==> config.mk <==
export PLATFORM = sky130hd
export DESIGN_NAME = arr_stim
export DESIGN_NICKNAME = d
export VERILOG_FILES = /design/src/rtl/arr_stim_pkg.sv /design/src/rtl/arr_stim_lfsr.sv /design/src/rtl/arr_stim.sv
export SDC_FILE = /design/constraint.sdc
export NUM_CORES = 1
export LEC_CHECK = 0
export CAP_MARGIN = 10
export CELL_PAD_IN_SITES_DETAIL_PLACEMENT = 1
export CELL_PAD_IN_SITES_GLOBAL_PLACEMENT = 2
export CORE_AREA = 2 2 106 108
export DETAILED_ROUTE_END_ITERATION = 8
export DIE_AREA = 0 0 108 110
export DONT_BUFFER_PORTS = 1
export PLACE_DENSITY = 0.94
export SLEW_MARGIN = 10
export SYNTH_ARGS = -nofsm -noshare
export SYNTH_HDL_FRONTEND = slang
export SYNTH_HIERARCHICAL = 1
export SYNTH_SLANG_ARGS = --single-unit
==> constraint.sdc <==
create_clock -name arr_stim_clk_ip -period 3.8 [get_ports arr_stim_clk_ip]
set_input_delay 0.76 -clock arr_stim_clk_ip [delete_from_list [all_inputs] [get_ports arr_stim_clk_ip]]
set_output_delay 0.76 -clock arr_stim_clk_ip [all_outputs]
set_load 0.1 [all_outputs]
==> src/rtl/arr_stim_pkg.sv <==
// arr_stim_pkg: shared types and constants for the arr_stim stimulus driver.
// Build option: ARR_STIM_WALK_EN selects the walking-one pattern instead of the LFSR.
package arr_stim_pkg;

    typedef enum logic [1:0] {
        ST_IDLE = 2'd0,
        ST_RUN  = 2'd1,
        ST_DONE = 2'd2
    } state_e;

    localparam int          LFSR_W    = 32;
    localparam logic [31:0] LFSR_MASK = 32'h8020_0003;
    localparam int          CNT_W     = 16;
    localparam int          REP       = 8;

    // One Galois right-shift step of the pattern generator.
    function automatic logic [LFSR_W-1:0] lfsr_step(input logic [LFSR_W-1:0] v);
        lfsr_step = v[0] ? ((v >> 1) ^ LFSR_MASK) : (v >> 1);
    endfunction

endpackage

==> src/rtl/arr_stim_lfsr.sv <==
// arr_stim_lfsr: 32-bit Galois LFSR that exposes its next value already
// replicated out to OUT_W bits, so the caller registers it directly.
// Left out of the build when ARR_STIM_WALK_EN is defined.
module arr_stim_lfsr
    import arr_stim_pkg::*;
#(
    parameter int                OUT_W = 1,
    parameter logic [LFSR_W-1:0] SEED  = 32'h0000_0001
) (
    input  logic              clk_i,
    input  logic              rst_i,
    input  logic              load_i,
    input  logic [LFSR_W-1:0] seed_i,
    input  logic              adv_i,
    output logic [OUT_W-1:0]  next_pat_o
);

    logic [LFSR_W-1:0] lfsr_q;
    logic [LFSR_W-1:0] lfsr_d;
    logic [LFSR_W-1:0] step;

    assign step = lfsr_step(lfsr_q);

    // Reload takes priority over advancing; otherwise hold.
    always_comb begin
        lfsr_d = lfsr_q;
        if (load_i) begin
            lfsr_d = seed_i;
        end else if (adv_i) begin
            lfsr_d = step;
        end
    end

    // LFSR state register.
    always_ff @(posedge clk_i or posedge rst_i) begin
        if (rst_i) begin
            lfsr_q <= SEED;
        end else begin
            lfsr_q <= lfsr_d;
        end
    end

    // Output bit gi is the next value repeated every LFSR_W bits.
    for (genvar gi = 0; gi < OUT_W; gi++) begin : g_rep
        assign next_pat_o[gi] = step[gi % LFSR_W];
    end

endmodule

==> src/rtl/arr_stim.sv <==
// arr_stim: drives the sig0/sig1 pair of an arr checker with N vectors,
// one per clock, optionally corrupting bit 0 of sig1 on one chosen vector.
// Build option: ARR_STIM_WALK_EN replaces the LFSR pattern with a walking one.
module arr_stim
    import arr_stim_pkg::*;
#(
    parameter int                LENGTH = 1,
    parameter logic [LFSR_W-1:0] SEED   = 32'h0000_0001
) (
    input  logic              arr_stim_clk_ip,
    input  logic              arr_stim_rst_ip,
    input  logic              arr_stim_start_ip,
    input  logic [CNT_W-1:0]  arr_stim_count_ip,
    input  logic [CNT_W-1:0]  arr_stim_inject_ip,
    output logic [LENGTH-1:0] arr_stim_sig0_op,
    output logic [LENGTH-1:0] arr_stim_sig1_op,
    output logic              arr_stim_busy_op,
    output logic              arr_stim_done_op,
    output logic [CNT_W-1:0]  arr_stim_sent_op
);

    localparam logic [LENGTH-1:0] BIT0 = LENGTH'(1);

    if (LENGTH < 1 || LENGTH > REP * LFSR_W - 1) begin : g_len_chk
        $error("EXM_ERROR: arr_stim LENGTH must be 1..255");
    end

    state_e             state_q, state_d;
    logic [LENGTH-1:0]  sig0_q, sig0_d;
    logic [LENGTH-1:0]  sig1_q, sig1_d;
    logic               busy_q, busy_d;
    logic               done_q, done_d;
    logic [CNT_W-1:0]   sent_q, sent_d;
    logic [CNT_W-1:0]   count_q, count_d;
    logic [CNT_W-1:0]   inject_q, inject_d;

    logic               load;
    logic               vec_go;
    logic [CNT_W-1:0]   vec_n;
    logic [LENGTH-1:0]  pattern;

    // A start in IDLE rearms the generator; a vector is due while sent < count.
    assign load   = (state_q == ST_IDLE) && arr_stim_start_ip;
    assign vec_go = (state_q == ST_RUN) && (sent_q < count_q);
    assign vec_n  = sent_q + CNT_W'(1);

`ifdef ARR_STIM_WALK_EN
    logic [LENGTH-1:0] walk_q, walk_d;

    assign pattern = walk_q;

    // Rotate the one-hot left on every driven vector; restart at bit 0 on start.
    always_comb begin
        walk_d = walk_q;
        if (load) begin
            walk_d = BIT0;
        end else if (vec_go) begin
            walk_d = (walk_q << 1) | (walk_q >> (LENGTH - 1));
        end
    end

    // Walking-one position register.
    always_ff @(posedge arr_stim_clk_ip or posedge arr_stim_rst_ip) begin
        if (arr_stim_rst_ip) begin
            walk_q <= BIT0;
        end else begin
            walk_q <= walk_d;
        end
    end
`else
    if (SEED == '0) begin : g_seed_chk
        $error("EXM_ERROR: arr_stim SEED must be non-zero");
    end

    arr_stim_lfsr #(
        .OUT_W (LENGTH),
        .SEED  (SEED)
    ) u_lfsr (
        .clk_i      (arr_stim_clk_ip),
        .rst_i      (arr_stim_rst_ip),
        .load_i     (load),
        .seed_i     (SEED),
        .adv_i      (vec_go),
        .next_pat_o (pattern)
    );
`endif

    // Next-state and output decode. A zero-length run still passes through
    // RUN for one cycle, so done always lands N+1 cycles after the start edge.
    always_comb begin
        state_d  = state_q;
        sig0_d   = sig0_q;
        sig1_d   = sig1_q;
        busy_d   = busy_q;
        done_d   = 1'b0;
        sent_d   = sent_q;
        count_d  = count_q;
        inject_d = inject_q;
        case (state_q)
            ST_IDLE: begin
                if (arr_stim_start_ip) begin
                    count_d  = arr_stim_count_ip;
                    inject_d = arr_stim_inject_ip;
                    sent_d   = '0;
                    state_d  = ST_RUN;
                end
            end
            ST_RUN: begin
                if (vec_go) begin
                    sig0_d = pattern;
                    sig1_d = (vec_n == inject_q) ? (pattern ^ BIT0) : pattern;
                    sent_d = vec_n;
                    busy_d = 1'b1;
                end else begin
                    sig0_d  = '0;
                    sig1_d  = '0;
                    busy_d  = 1'b0;
                    done_d  = 1'b1;
                    state_d = ST_DONE;
                end
            end
            ST_DONE: begin
                state_d = ST_IDLE;
            end
            default: begin
                state_d = ST_IDLE;
            end
        endcase
    end

    // State and registered outputs.
    always_ff @(posedge arr_stim_clk_ip or posedge arr_stim_rst_ip) begin
        if (arr_stim_rst_ip) begin
            state_q  <= ST_IDLE;
            sig0_q   <= '0;
            sig1_q   <= '0;
            busy_q   <= 1'b0;
            done_q   <= 1'b0;
            sent_q   <= '0;
            count_q  <= '0;
            inject_q <= '0;
        end else begin
            state_q  <= state_d;
            sig0_q   <= sig0_d;
            sig1_q   <= sig1_d;
            busy_q   <= busy_d;
            done_q   <= done_d;
            sent_q   <= sent_d;
            count_q  <= count_d;
            inject_q <= inject_d;
        end
    end

    assign arr_stim_sig0_op = sig0_q;
    assign arr_stim_sig1_op = sig1_q;
    assign arr_stim_busy_op = busy_q;
    assign arr_stim_done_op = done_q;
    assign arr_stim_sent_op = sent_q;

endmodule
=== Yosys cells after proc, flatten, opt, wreduce, memory -nomap -nowiden ===
Index checks and enable logic that the tools add are counted.

* Memory bits (writable): 0
* Bits in latches: 0
* ROM bits: 0
* Bits of input ports: 35
* Logic and storage cells: 41
* Flip-flop bits (word level): 86
* Memories kept: 0
* Output and inout port bits: 20

* Muxes and demuxes: 15
* Magnitude comparators: 1
* Shifts and indexed selects: 0
* Eq/ne operators: 5
* Add/subtract/negate cells: 1
* Reduce and logical (&&, ||, !) cells: 8
* Bitwise gates (word level): 2
* Multipliers: 0
* Div/mod/pow operators: 0

{| class="wikitable"
|+ Operators with widths
! cell !! count
|-
| two-way mux 32 bit || 3
|-
| two-way mux 16 bit || 2
|-
| one-hot mux 16 bit (2 select lines) || 1
|-
| adder 16 x 1 -> 16 bit, second input constant || 1
|-
| equality test 16 bit || 1
|-
| less-than comparator 16 bit || 1
|-
| two-way mux 1 bit || 6
|-
| two-way mux 2 bit || 2
|-
| != test 2 bit, second input constant || 2
|-
| inverter 3 -> 4 bit || 1
|-
| one-hot mux 2 bit (2 select lines) || 1
|-
| AND reduction 2 bit || 2
|-
| nonzero test 2 bit || 2
|-
| AND reduction 3 bit || 1
|-
| equality test 2 x 1 -> 1 bit, second input constant || 1
|-
| logical AND 1 bit || 2
|-
| logical NOT 2 bit || 1
|-
| != test 2 x 1 -> 1 bit, second input constant || 1
|-
| inverter 1 bit || 1
|}

=== Depth between registers and ports, before layout ===
Gate-level depths: netlist of run 1.

* Depth in word-level cells: 5
* Depth in mapped cells: 12
* Gate-level depth less buffers: 11

=== Modules after synthesis ===
Netlist of run 1, hierarchy kept.

{| class="wikitable"
|+ By module, submodules not included
! module !! seq. area each (um2) !! area an instance (um2) !! cells each !! times used
|-
| arr_stim || 1351.3 || 3088.0 || 317 || 1
|-
| arr_stim_lfsr || 802.0 || 1542.7 || 146 || 1
|}

=== Worst setup path before layout of run 1 ===
OpenSTA, ideal clock, no wires.

* Kind: register to register
* Start point: register sent_q[15], in the netlist arr_stim_sent_op[15]
* End point: register u_lfsr.lfsr_q[0]
* Clock period less this slack: 3.027 ns
* Library setup time: 0.083 ns
* Slack: 0.773 ns
* Required time: 3.717 ns
* Path buffers: 2
* Stages on the path, launching flop included: 12
* Arrival time: 2.943 ns
* Path through: dfrtp_1 -> ha_1 -> a2111oi_2 -> o21ai_1 -> o22a_1 -> a21oi_4 -> nand2_4 -> clkinv_4 -> buf_4 -> buf_12 -> nand2_1 -> a221o_1

* Word-level cells in the longest chain between the ends: 3

{| class="wikitable"
|+ RTL lines
! element !! line !! source
|-
| start: declaration || arr_stim.sv:33 || <nowiki>logic [CNT_W-1:0] sent_q, sent_d;</nowiki>
|-
| start signal: assignment || arr_stim.sv:148 || <nowiki>sent_q <= sent_d;</nowiki>
|-
| less-than comparator 16 bit || arr_stim.sv:44 || <nowiki>assign vec_go = (state_q == ST_RUN) && (sent_q < count_q);</nowiki>
|-
| logical AND 1 bit || arr_stim.sv:44 ||
|-
| net vec_go || arr_stim.sv:38 || <nowiki>logic vec_go;</nowiki>
|-
| nonzero test 2 bit (no line) || n/a ||
|-
| end signal: assignment || arr_stim_lfsr.sv:39 || <nowiki>lfsr_q <= lfsr_d;</nowiki>
|-
| end: declaration || arr_stim_lfsr.sv:18 || <nowiki>logic [LFSR_W-1:0] lfsr_q;</nowiki>
|}

The timed path passes the listed nets, and every way through them passes these cells.
A chain may end at the register's enable or synchronous reset.

=== Worst setup path in the final report of run 1 ===
* Start point: register sent_q[10], in the netlist arr_stim_sent_op[10]
* End point: register sent_q[4], in the netlist arr_stim_sent_op[4]

* Word-level cells in the longest chain between the ends: 4

{| class="wikitable"
|+ RTL lines
! element !! line
|-
| less-than comparator 16 bit || arr_stim.sv:44
|-
| logical AND 1 bit || arr_stim.sv:44
|-
| net vec_go || arr_stim.sv:38
|-
| != test 2 x 1 -> 1 bit (no line) || n/a
|-
| AND reduction 3 bit (no line) || n/a
|}

The timed path passes the listed nets, and every way through them passes these cells.

==> results by group, run 1 <==
Place
  • Port Buffer Count: 0
  • DP Area: 4916 µm²
  • Final HPWL DP: between 7000 and 8000 µm
  • GPL Wtd Cong: 0.8716

CTS
  • CTS clk-pin slew, worst paths: 0.09 ns
  • CTS Buffer Depth: 2
  • CTS tree: yes
  • Depth of the CTS H-tree: 3
  • Clock Latency Late Sink: about 0.37 ns
  • Postcts setup bufs: 0
  • Total CTS buffers: 9
  • Sink Count: 86
  • CTS root buf: clkbuf_8
  • Cts hold-fix bufs: 0
  • Post_cts resized: 0

Drt
  • Drt initial violations: 105
  • DRC Markers: 0
  • Final WL: 11010 µm
  • Via density per instance: around 5.3
  • Via count: 3420
  • Drt first pass iters: 4
  • Post-route antenna net violation count: 0
  • Drt wl/cell: 17.17 µm

Die
  • Initial core utilization: 43.29%
  • Ports: 55
  • Die W: 108 µm
  • Die area: about 12000 µm²
  • Die Ht: about 110 µm
  • Core Area: between 10000 and 15000 µm²
  • Num rows: 38

Timing
  • RSZ-0062 raised after global routing: false
  • Slew margin rel.: 35.81%
  • Setup TNS: 0 ns
  • Final setup violation count: 0
  • Min Clock Period, post-route: 2.823 ns
  • Slew Limit Fails: 0
  • Achievable Freq: 0.3542 GHz
  • Final hold vios: 0
  • Skew final: 0.01430 ns
  • Final period util: 74.30%
  • Slew @ Worst Pin: 0.9615 ns

Synthesis
  • Number of flops mapped to enable cells by yosys: 0
  • Area share of the largest cell type after synthesis: 45.93%
  • Post-synthesis sequential area ratio: between 40% and 50%
  • Ys flop type: dfrtp_1
  • Warnings, synthesis: 6
  • Cell count after synthesis: between 400 and 500
  • Asr flop ratio synth: 100.0%
  • Dominant cell type by area after synthesis: dfrtp_1
  • Mapped Area: 4631 µm²
  • Synth area leaders: dfrtp_1 (46%), mux2i_1 (6.9%), nand2_1 (5.6%)
  • Mapped Avg Cell Area: around 10 µm²
  • Yosys cell types: 60
  • FF+latch count, synth: 86

GRT
  • Vias in the first global route: 3539
  • First-pass GRT wire length: 18150 µm
  • Overflow after GRT: 0
  • Initial antenna violation count: 0
  • Gr usage total: about a fifth
  • Largest net degree at the start of global routing: 115

Finish
  • Finished Cell Area: 5110 µm²
  • Area grow syn2layout: 10.35%
  • Final Core Density: a little under half
  • Fill count: 1215
  • Share of layout cells above drive strength 1: 11.78%
  • Layout net count: roughly 550
  • Diode count: 0

Worst setup path
  • Slowest CP cell: dfrtp_1
  • RR Startpoint: arr_stim_sent_op[10]$_DFFE_PP0P_
  • Reg2Reg Depth: 10
  • CP Class: reg -> reg
  • Max incr delay on CP: 0.53 ns
  • Crit. End Element: register
  • Crit path DAT: 3.08 ns
  • Critical Path RT: 4.06 ns
  • Crit path launch: arr_stim_sent_op[10]$_DFFE_PP0P_
  • Worst setup SP type: register
  • Crit path cell chain: ha_1 > nand3_1 > nor2_1 > and3_1 > a21oi_4 > nand2_4 > clkinv_4 > nor2_4 > o21ai_1 > o31ai_1
  • Maximum net fanout on the critical path: 42

Power and ir drop
  • Clk network pwr share: approximately 17%
  • Max VDD drop: 0.0006228 V
  • Lkg Pwr: 2.340 nW
  • Power Dens Cells: 758.2 nW/µm²
  • NetSw: 1.621 mW
  • P_int: 2.253 mW
  • Sequential Power Share: 42.4%
  • Comb pwr share: 40.6%
  • Sw Ratio: a little over two fifths

Flow run
  • Max Cap Viol: 0

Outcome
  • Outcome: finished clean

Min path
  • Hold crit path type: in -> async
## sequential cells by signal (all words and copies together), names as in the netlist
register,count
count_q,16
arr_stim_busy_op,1
state_q,2
arr_stim_sig1_op,1
u_lfsr/lfsr_q,32
arr_stim_sent_op,16
arr_stim_done_op,1
arr_stim_sig0_op,1
inject_q,16
## routing by layer
layer | share of wire, % | GRT usage (%) | vias to the layer above | wire (µm)
li1 | - | - | 1637 | -
met1 | 46 | 26.13 | 1675 | 5069
met2 | 47 | 32.30 | 89 | 5119
met3 | 5.1 | 4.409 | 19 | 564
met4 | 2.3 | 7.326 | 0 | 255
met5 | 0 | 0 | - | 0
## synthesized netlist by cell type (2+ instances only)
cell type and instances:
nor2_1 18, o21a_1 2, clkbuf_1 13, nand3_1 5, a31oi_1 3, xor2_1 10, nor4_2 3, buf_4 2
o21ai_1 26, nand3_2 2, conb_1 2, nand4_1 4, o31ai_1 8, dfrtp_1 85, buf_2 7, mux2_2 12
nor3_1 5, a21oi_1 4, xnor2_1 15, mux2i_1 32, and3_1 2, nand2_1 69, nor4_1 3, inv_1 20
and2_1 2, o21ai_0 44, or3b_1 2, ha_1 16, buf_6 4, o211ai_1 4, mux2_1 5, nor2b_1 2
nand2b_1 5
## power groups by stage
stage | sequential, mW | clock (mW) | combinational (mW)
5_1_grt | 1.69 | 0.711 | 1.75
3_3_place_gp | 1.65 | 0 | 1.50
2_1_floorplan | 1.77 | 0 | 1.13
3_5_place_dp | 1.66 | 0 | 1.57
6_report | 1.64 | 0.656 | 1.57
4_1_cts | 1.65 | 0.672 | 1.59
## worst max-delay path, delay by kind of cell (launching register included)
family	cells	cell delay [ns]
AND/OR/NAND/NOR	5	1.14
flip-flops	1	0.53
adder cells (fa/ha/maj)	1	0.35
buffers and inverters	1	0.35
AO/OA/AOI/OAI	3	0.32
## cells by family (layout without fill, tap and decap cells)
kind of cell / count (synthesis) / count (layout) / synth area share [%]
and+or+nand+nor: 132 / 132 / 14.35
AOI/OAI and AO/OA: 105 / 105 / 13.54
DFF: 86 / 86 / 46.50
muxes: 49 / 49 / 11.05
buffers and inverters: 48 / 56 / 5.350
xor gates and xnor gates: 25 / 25 / 4.728
adders and majority gates: 16 / 16 / 4.323
other: 2 / 32 / 0.1622
## worst paths after layout
kind	slack [ns]	to
setup / recovery	0.98	arr_stim_sent_op[4]$_DFFE_PP0P_
min in group arr_stim_clk_ip	0.51	count_q[7]$_DFFE_PP0P_
setup reg to reg	0.98	arr_stim_sent_op[4]$_DFFE_PP0P_
hold / removal	0.36	u_lfsr/lfsr_q[17]$_DFFE_PP0P_
hold reg to reg	0.51	count_q[0]$_DFFE_PP0P_
max in group asynchronous	2.60	inject_q[3]$_DFFE_PP0P_
## cells in the final DEF (no fill, tap or decap), drive strengths merged, types with 2 or more instances in the layout
cell	netlist	routed
o21a	2	2
xor2	10	10
nand3	7	7
a31oi	3	3
o21ai	70	70
inv	20	20
nor2	19	19
or3b	2	2
nor2b	2	2
clkinvlp	0	2
and3	2	2
o211ai	4	4
clkbuf	13	13
nand2b	5	5
mux2i	32	32
mux2	17	17
o31ai	8	8
ha	16	16
a21oi	5	5
buf	14	19
nor4	6	6
and2	2	2
conb	2	32
nand2	70	70
nor3	6	6
nand4	5	5
xnor2	15	15
dfrtp	85	85
## area by class of cell
type | instances | area [µm²] | area share [%]
Clock inverter | 3 | 45.04 | 0.8815
Multi-Input combinational cell | 359 | 2349 | 45.96
Tap cell | 140 | 175.2 | 3.428
Sequential cell | 86 | 2153 | 42.14
Clock buffer | 13 | 148.9 | 2.914
Timing Repair Buffer | 19 | 155.1 | 3.036
Inverter | 21 | 83.83 | 1.641
## metrics by stage
step                hold WS [ns]  worst slack, ns  power, mW  std cells
floorplan                 0.4785           0.7735      2.899        493
global placement          0.4914            1.122      3.150        625
detailed placement        0.5031            1.012      3.240        625
CTS                       0.3592           0.9901      3.910        641
global route              0.4121           0.7849      4.157        641
finish                    0.3613           0.9766      3.874        641
No activity file was read; power rests on OpenSTA's default activity.
==> run 2, diff against run 1 <==
- CORE_AREA: 2 2 106 108 -> 2 2 115 117
- DIE_AREA: 0 0 108 110 -> 0 0 117 119
- PLACE_DENSITY: 0.94 -> 0.85
- clock period: 3.8 -> 2.3 ns (I/O delays scaled with it)
==> results by group, run 2 (same netlist as run 1, synthesis figures left out) <==
Drt
  • Final WL: 12090 µm
  • Drt first pass iters: 4
  • Drt wl/cell: 17.27 µm
  • Via count: 3501
  • Post-route antenna net violation count: 0
  • Drt initial violations: 173
  • DRC Markers: 0
  • Via density per instance: 5.001

Finish
  • Reg with most FFs: u_lfsr/lfsr_q
  • Non-Filler Instances: 700
  • Most frequent cells in the layout: dfrtp_1 (69), nand2_1 (67), o21ai_1 (43)
  • Share of layout cells above drive strength 1: between 20% and 30%
  • Diode count: 0
  • Area grow syn2layout: 22.10%
  • Fill count: 1456
  • Max reg flops: 32
  • Most common cell after layout, fill and taps aside: dfrtp_1
  • Layout net count: 570

Worst setup path
  • Reg2reg end: arr_stim_sent_op[15]$_DFFE_PP0P_
  • Maximum net fanout on the critical path: 18
  • Crit path DAT: 2.45 ns
  • Reg2Reg Depth: 11
  • Crit path launch: arr_stim_sent_op[4]$_DFFE_PP0P_
  • CP Class: reg -> reg
  • Crit. End Element: register
  • R2r setup slk: ~0.068 ns
  • RR Startpoint: arr_stim_sent_op[4]$_DFFE_PP0P_
  • Worst setup SP type: register
  • Critical Path RT: 2.51 ns

CTS
  • Depth of the CTS H-tree: 3
  • CTS clk-pin slew, worst paths: 0.07 ns
  • CTS root buf: clkbuf_16
  • CTS tree: yes
  • Clock Latency Late Sink: 0.35 ns
  • Sink Count: 86
  • Cts hold-fix bufs: 0
  • Total CTS buffers: 9
  • CTS Buffer Depth: 2

Timing
  • Skew final: 0.01037 ns
  • Slew @ Worst Pin: 0.8056 ns
  • Slew Limit Fails: 0
  • Achievable Freq: approximately 0.45 GHz
  • Hold slack: about 0.051 ns
  • Slew margin rel.: 46.29%
  • Final worst slack: between 0.06 and 0.07 ns
  • Final hold vios: 0
  • RSZ-0062 raised after global routing: true
  • Final period util: 97.04%
  • Setup TNS: 0 ns
  • Final setup violation count: 0
  • Min Clock Period, post-route: roughly 2.2 ns

Place
  • Post-place setup slack: -0.2009 ns
  • Port Buffer Count: 0
  • Inst Count DP: 682
  • GPL Wtd Cong: 0.8312
  • Final HPWL DP: 8756 µm

Die
  • Initial core utilization: 35.97%
  • Die W: 117 µm
  • Num rows: 42
  • Die Ht: 119 µm
  • Core Area: 12870 µm²
  • Die area: 13920 µm²
  • Ports: 55

Min path
  • Hold crit path type: in -> async

Flow run
  • Max Cap Viol: 0

GRT
  • Initial antenna violation count: 0
  • Overflow after GRT: 0
  • Largest net degree at the start of global routing: 73
  • First-pass GRT wire length: slightly below 20000 µm
  • Gr usage total: about 18%
  • Vias in the first global route: 3850

Power and ir drop
  • Sw Ratio: 40.07%
  • Lkg Pwr: 2.526 nW
  • Power Total: 7.170 mW
  • Clk network pwr share: 20.1%
  • Comb pwr share: 42.9%
  • Power Dens Cells: 1268 nW/µm²
  • Sequential Power Share: around 37%
  • P_int: between 4 and 5 mW
  • Max VDD drop: about 0.00072 V
  • NetSw: between 2 and 3 mW

Outcome
  • Outcome: finished clean
-- run 2: cell count changes in the layout (fill, tap and decap cells not counted), sizes merged --
cell      delta
clkinvlp     -2
clkinv       +3
buf         +22
-- run 2: timing repair --
item / CTS / global route
endpoints found under the setup margin: 14 / 45
setup buffers: 0 / 1
cloned: 0 / 1
pin swaps: 1 / 2
hold endpoints to repair: 0 / 0
gates resized for setup: 5 / 21
-- run 2: layout make-up --
class	count	area (µm²)	area share, %
clock buffer	12	236.5	4.182
timing repair buffer	42	402.9	7.125
sequential	86	2173	38.44
clock inverter	4	48.80	0.8630
tap	176	220.2	3.895
multi-input combinational	359	2481	43.88
inverter	21	91.34	1.615
-- run 2: critical path, stage by stage (launching register included) --
cell and delay, ns:
dfrtp_2 0.41, ha_1 0.31, a211o_1 0.29, a21oi_1 0.11, o21ai_1 0.12, a21oi_4 0.18, nand2_4 0.09, clkinv_8 0.09
nor2_4 0.05, buf_12 0.17, o21ai_4 0.16, o31ai_4 0.10
-- run 2: power by group through the flow --
stage	registers, mW	clock network [mW]	logic (mW)
after detailed placement	2.67	0	2.96
after floorplan	2.94	0	1.95
after global placement	2.64	0	2.82
final	2.66	1.44	3.07
after CTS	2.66	1.48	2.99
after global routing	2.74	1.54	3.38
-- run 2: worst max-delay path by stage --
stage,endpoint,slack [ns]
global route,arr_stim_sent_op[15]$_DFFE_PP0P_,-0.06
detailed placement,arr_stim_sent_op[15]$_DFFE_PP0P_,-0.20
floorplan,u_lfsr/lfsr_q[0]$_DFFE_PP1P_,-0.29
global placement,arr_stim_sent_op[15]$_DFFE_PP0P_,-0.07
finish,arr_stim_sent_op[15]$_DFFE_PP0P_,0.07
CTS,arr_stim_sent_op[15]$_DFFE_PP0P_,0.0003
-- run 2: through the flow --
stage          utilization (%)  area, µm²
6_report                 43.92       5654
5_1_grt                  43.92       5654
4_1_cts                  43.31       5577
3_5_place_dp             40.89       5265
3_3_place_gp             40.89       5265
2_1_floorplan                -       4861
-- run 2: routing by layer --
| metal | GRT usage (%) | part of all wire (%) | vias to the layer above |
|---|---|---|---|
| met5 | 0 | 0 | - |
| met4 | 4.412 | 1.2 | 0 |
| met3 | 4.784 | 3.3 | 9 |
| met2 | 31.86 | 52 | 49 |
| met1 | 22.11 | 43 | 1765 |
| li1 | - | - | 1678 |
==> run 3, diff against run 2 <==
==> constraint.sdc (replaced) <==
create_clock -name arr_stim_clk_ip -period 2.3 [get_ports arr_stim_clk_ip]
set_input_delay 0.69 -clock arr_stim_clk_ip [delete_from_list [all_inputs] [get_ports arr_stim_clk_ip]]
set_output_delay 0.69 -clock arr_stim_clk_ip [all_outputs]
set_load 0.1 [all_outputs]
==> results by group, run 3 (same netlist as run 1, synthesis figures left out) <==
CTS
  • Clock Latency Late Sink: 0.34 ns
  • CTS root buf: clkbuf_16
  • Sink Count: between 80 and 90
  • Depth of the CTS H-tree: 3
  • CTS clk-pin slew, worst paths: 0.06 ns
  • CTS tree: yes
  • Total CTS buffers: 9
  • CTS Buffer Depth: 2

Worst setup path
  • Reg2Reg Depth: 10
  • Critical Path RT: 2.56 ns
  • Crit. End Element: register
  • CP Buf/Inv Count: 2
  • Cell family with most CP delay: compound AO/OA/AOI/OAI gates
  • Reg2reg end: u_lfsr/lfsr_q[0]$_DFFE_PP1P_
  • RR Startpoint: arr_stim_sent_op[13]$_DFFE_PP0P_
  • Crit path cell chain: ha_4 > o21a_1 > o21a_1 > o22a_1 > a21oi_4 > nand2_4 > clkinv_8 > buf_8 > nand2_4 > a221o_1
  • Maximum net fanout on the critical path: 9
  • R2r setup slk: about 0.11 ns
  • CP Class: reg -> reg
  • Max incr delay on CP: 0.45 ns
  • Slowest CP cell: dfrtp_2
  • Crit path DAT: 2.45 ns
  • Worst setup SP type: register

Finish
  • Fill count: 1470
  • Final Core Density: 44.70%
  • Layout net count: slightly below 600
  • Area grow syn2layout: 24.29%
  • Most common cell after layout, fill and taps aside: dfrtp_1
  • Most frequent cells in the layout: dfrtp_1 (69), nand2_1 (68), buf_4 (42)
  • Diode count: 0
  • Reg with most FFs: u_lfsr/lfsr_q
  • Share of layout cells above drive strength 1: 23.45%
  • Max reg flops: 32

Drt
  • Drt wl/cell: between 15 and 20 µm
  • Via count: 3484
  • Final WL: roughly 12000 µm
  • Drt initial violations: 127
  • Via density per instance: 4.914
  • Drt first pass iters: 4
  • DRC Markers: 0
  • Post-route antenna net violation count: 0

Place
  • GPL Wtd Cong: 0.8838
  • Final HPWL DP: 8583 µm
  • Port Buffer Count: 0

Power and ir drop
  • Sw Ratio: 39.37%
  • Power Dens Cells: 1276 nW/µm²
  • P_int: roughly 4.5 mW
  • Comb pwr share: a little over two fifths
  • Clk network pwr share: between 20% and 30%
  • Power Total: around 7.3 mW
  • NetSw: around 2.9 mW
  • Lkg Pwr: 2.608 nW
  • Max VDD drop: around 0.00067 V
  • Sequential Power Share: 35.9%

Timing
  • Slew Limit Fails: 0
  • Achievable Freq: 0.4567 GHz
  • Final hold vios: 0
  • RSZ-0062 raised after global routing: true
  • Slew margin rel.: 45.20%
  • Slew @ Worst Pin: 0.8220 ns
  • Min Clock Period, post-route: 2.189 ns
  • Final setup violation count: 0
  • Final period util: between 90% and 100%
  • Skew final: 0.008245 ns
  • Setup TNS: 0 ns

Die
  • Core Area: around 13000 µm²
  • Die area: 13920 µm²
  • Die W: 117 µm
  • Ports: 55
  • Initial core utilization: approximately 36%
  • Num rows: 42
  • Die Ht: 119 µm

GRT
  • Initial antenna violation count: 0
  • Vias in the first global route: 3866
  • Overflow after GRT: 0
  • Gr usage total: 17.90%
  • First-pass GRT wire length: 19420 µm
  • Largest net degree at the start of global routing: between 50 and 60

Min path
  • Hold crit path type: in -> async

Flow run
  • Max Cap Viol: 0

Outcome
  • Outcome: finished clean
==> run 3: cell types whose count changed in the layout (fill, tap and decap cells not counted), moves of 2 or more <==
cell / before / now
buf_4: 34 / 42
nand2_2: 2 / 0
clkbuf_1: 3 / 1
o21ai_2: 0 / 2
o21ai_0: 26 / 30
clkbuf_8: 0 / 2
o21ai_1: 43 / 38
==> run 3: how the worst max path moves through the flow <==
stage / from / to / slack, ns / cells after the start
6_report: arr_stim_sent_op[13]$_DFFE_PP0P_ / u_lfsr/lfsr_q[0]$_DFFE_PP1P_ / 0.11 / 10
4_1_cts: count_q[15]$_DFFE_PP0P_ / arr_stim_sent_op[15]$_DFFE_PP0P_ / 0.04 / 12
3_5_place_dp: arr_stim_sent_op[1]$_DFFE_PP0P_ / arr_stim_sent_op[15]$_DFFE_PP0P_ / -0.04 / 9
5_1_grt: count_q[15]$_DFFE_PP0P_ / u_lfsr/lfsr_q[0]$_DFFE_PP1P_ / -0.02 / 11
2_1_floorplan: arr_stim_sent_op[15]$_DFFE_PP0P_ / u_lfsr/lfsr_q[0]$_DFFE_PP1P_ / -0.29 / 11
3_3_place_gp: arr_stim_sent_op[1]$_DFFE_PP0P_ / arr_stim_sent_op[15]$_DFFE_PP0P_ / -0.004 / 9
==> run 3: per-layer routing <==
metal	wire, µm	global-route usage [%]	share of wire, %
met1	5221	22.01	44
met2	6058	30.67	51
met3	392	4.377	3.3
met4	178	5.515	1.5
met5	0	0	0
==> run 3: repair_timing <==
action / 4_1_cts / 5_1_grt
endpoints found under the hold margin: 0 / 0
gates resized for setup: 4 / 18
pin swaps: 0 / 3
endpoints found under the setup margin: 2 / 37
setup buffers: 0 / 5
cloned: 0 / 1
hold buffers: 0 / 0
==> run 3: metrics by stage <==
step	area (µm²)	hold WS [ns]	instances	worst slack, ns
after global placement	5315	0.4485	687	-0.004071
after global routing	5756	0.07067	709	-0.01712
after CTS	5630	0.08224	703	0.03588
after detailed placement	5315	0.4499	687	-0.03674
final	5756	0.09858	709	0.1105
after floorplan	4861	0.4785	493	-0.2923
==> run 3: layout make-up <==
class | count | area [µm²] | share of cell area, %
timing repair buffer | 51 | 478.0 | 8.304
clock inverter | 4 | 45.04 | 0.7826
inverter | 21 | 91.34 | 1.587
clock buffer | 12 | 256.5 | 4.457
multi-input combinational | 359 | 2491 | 43.28
tap | 176 | 220.2 | 3.826
sequential | 86 | 2173 | 37.76
==> run 3: power by group through the flow <==
stage	combinational [mW]	clock, mW	sequential (mW)
2_1_floorplan	1.95	0	2.94
3_3_place_gp	2.91	0	2.61
3_5_place_dp	3.03	0	2.65
4_1_cts	3.07	1.53	2.64
5_1_grt	3.56	1.60	2.72
6_report	3.22	1.49	2.63
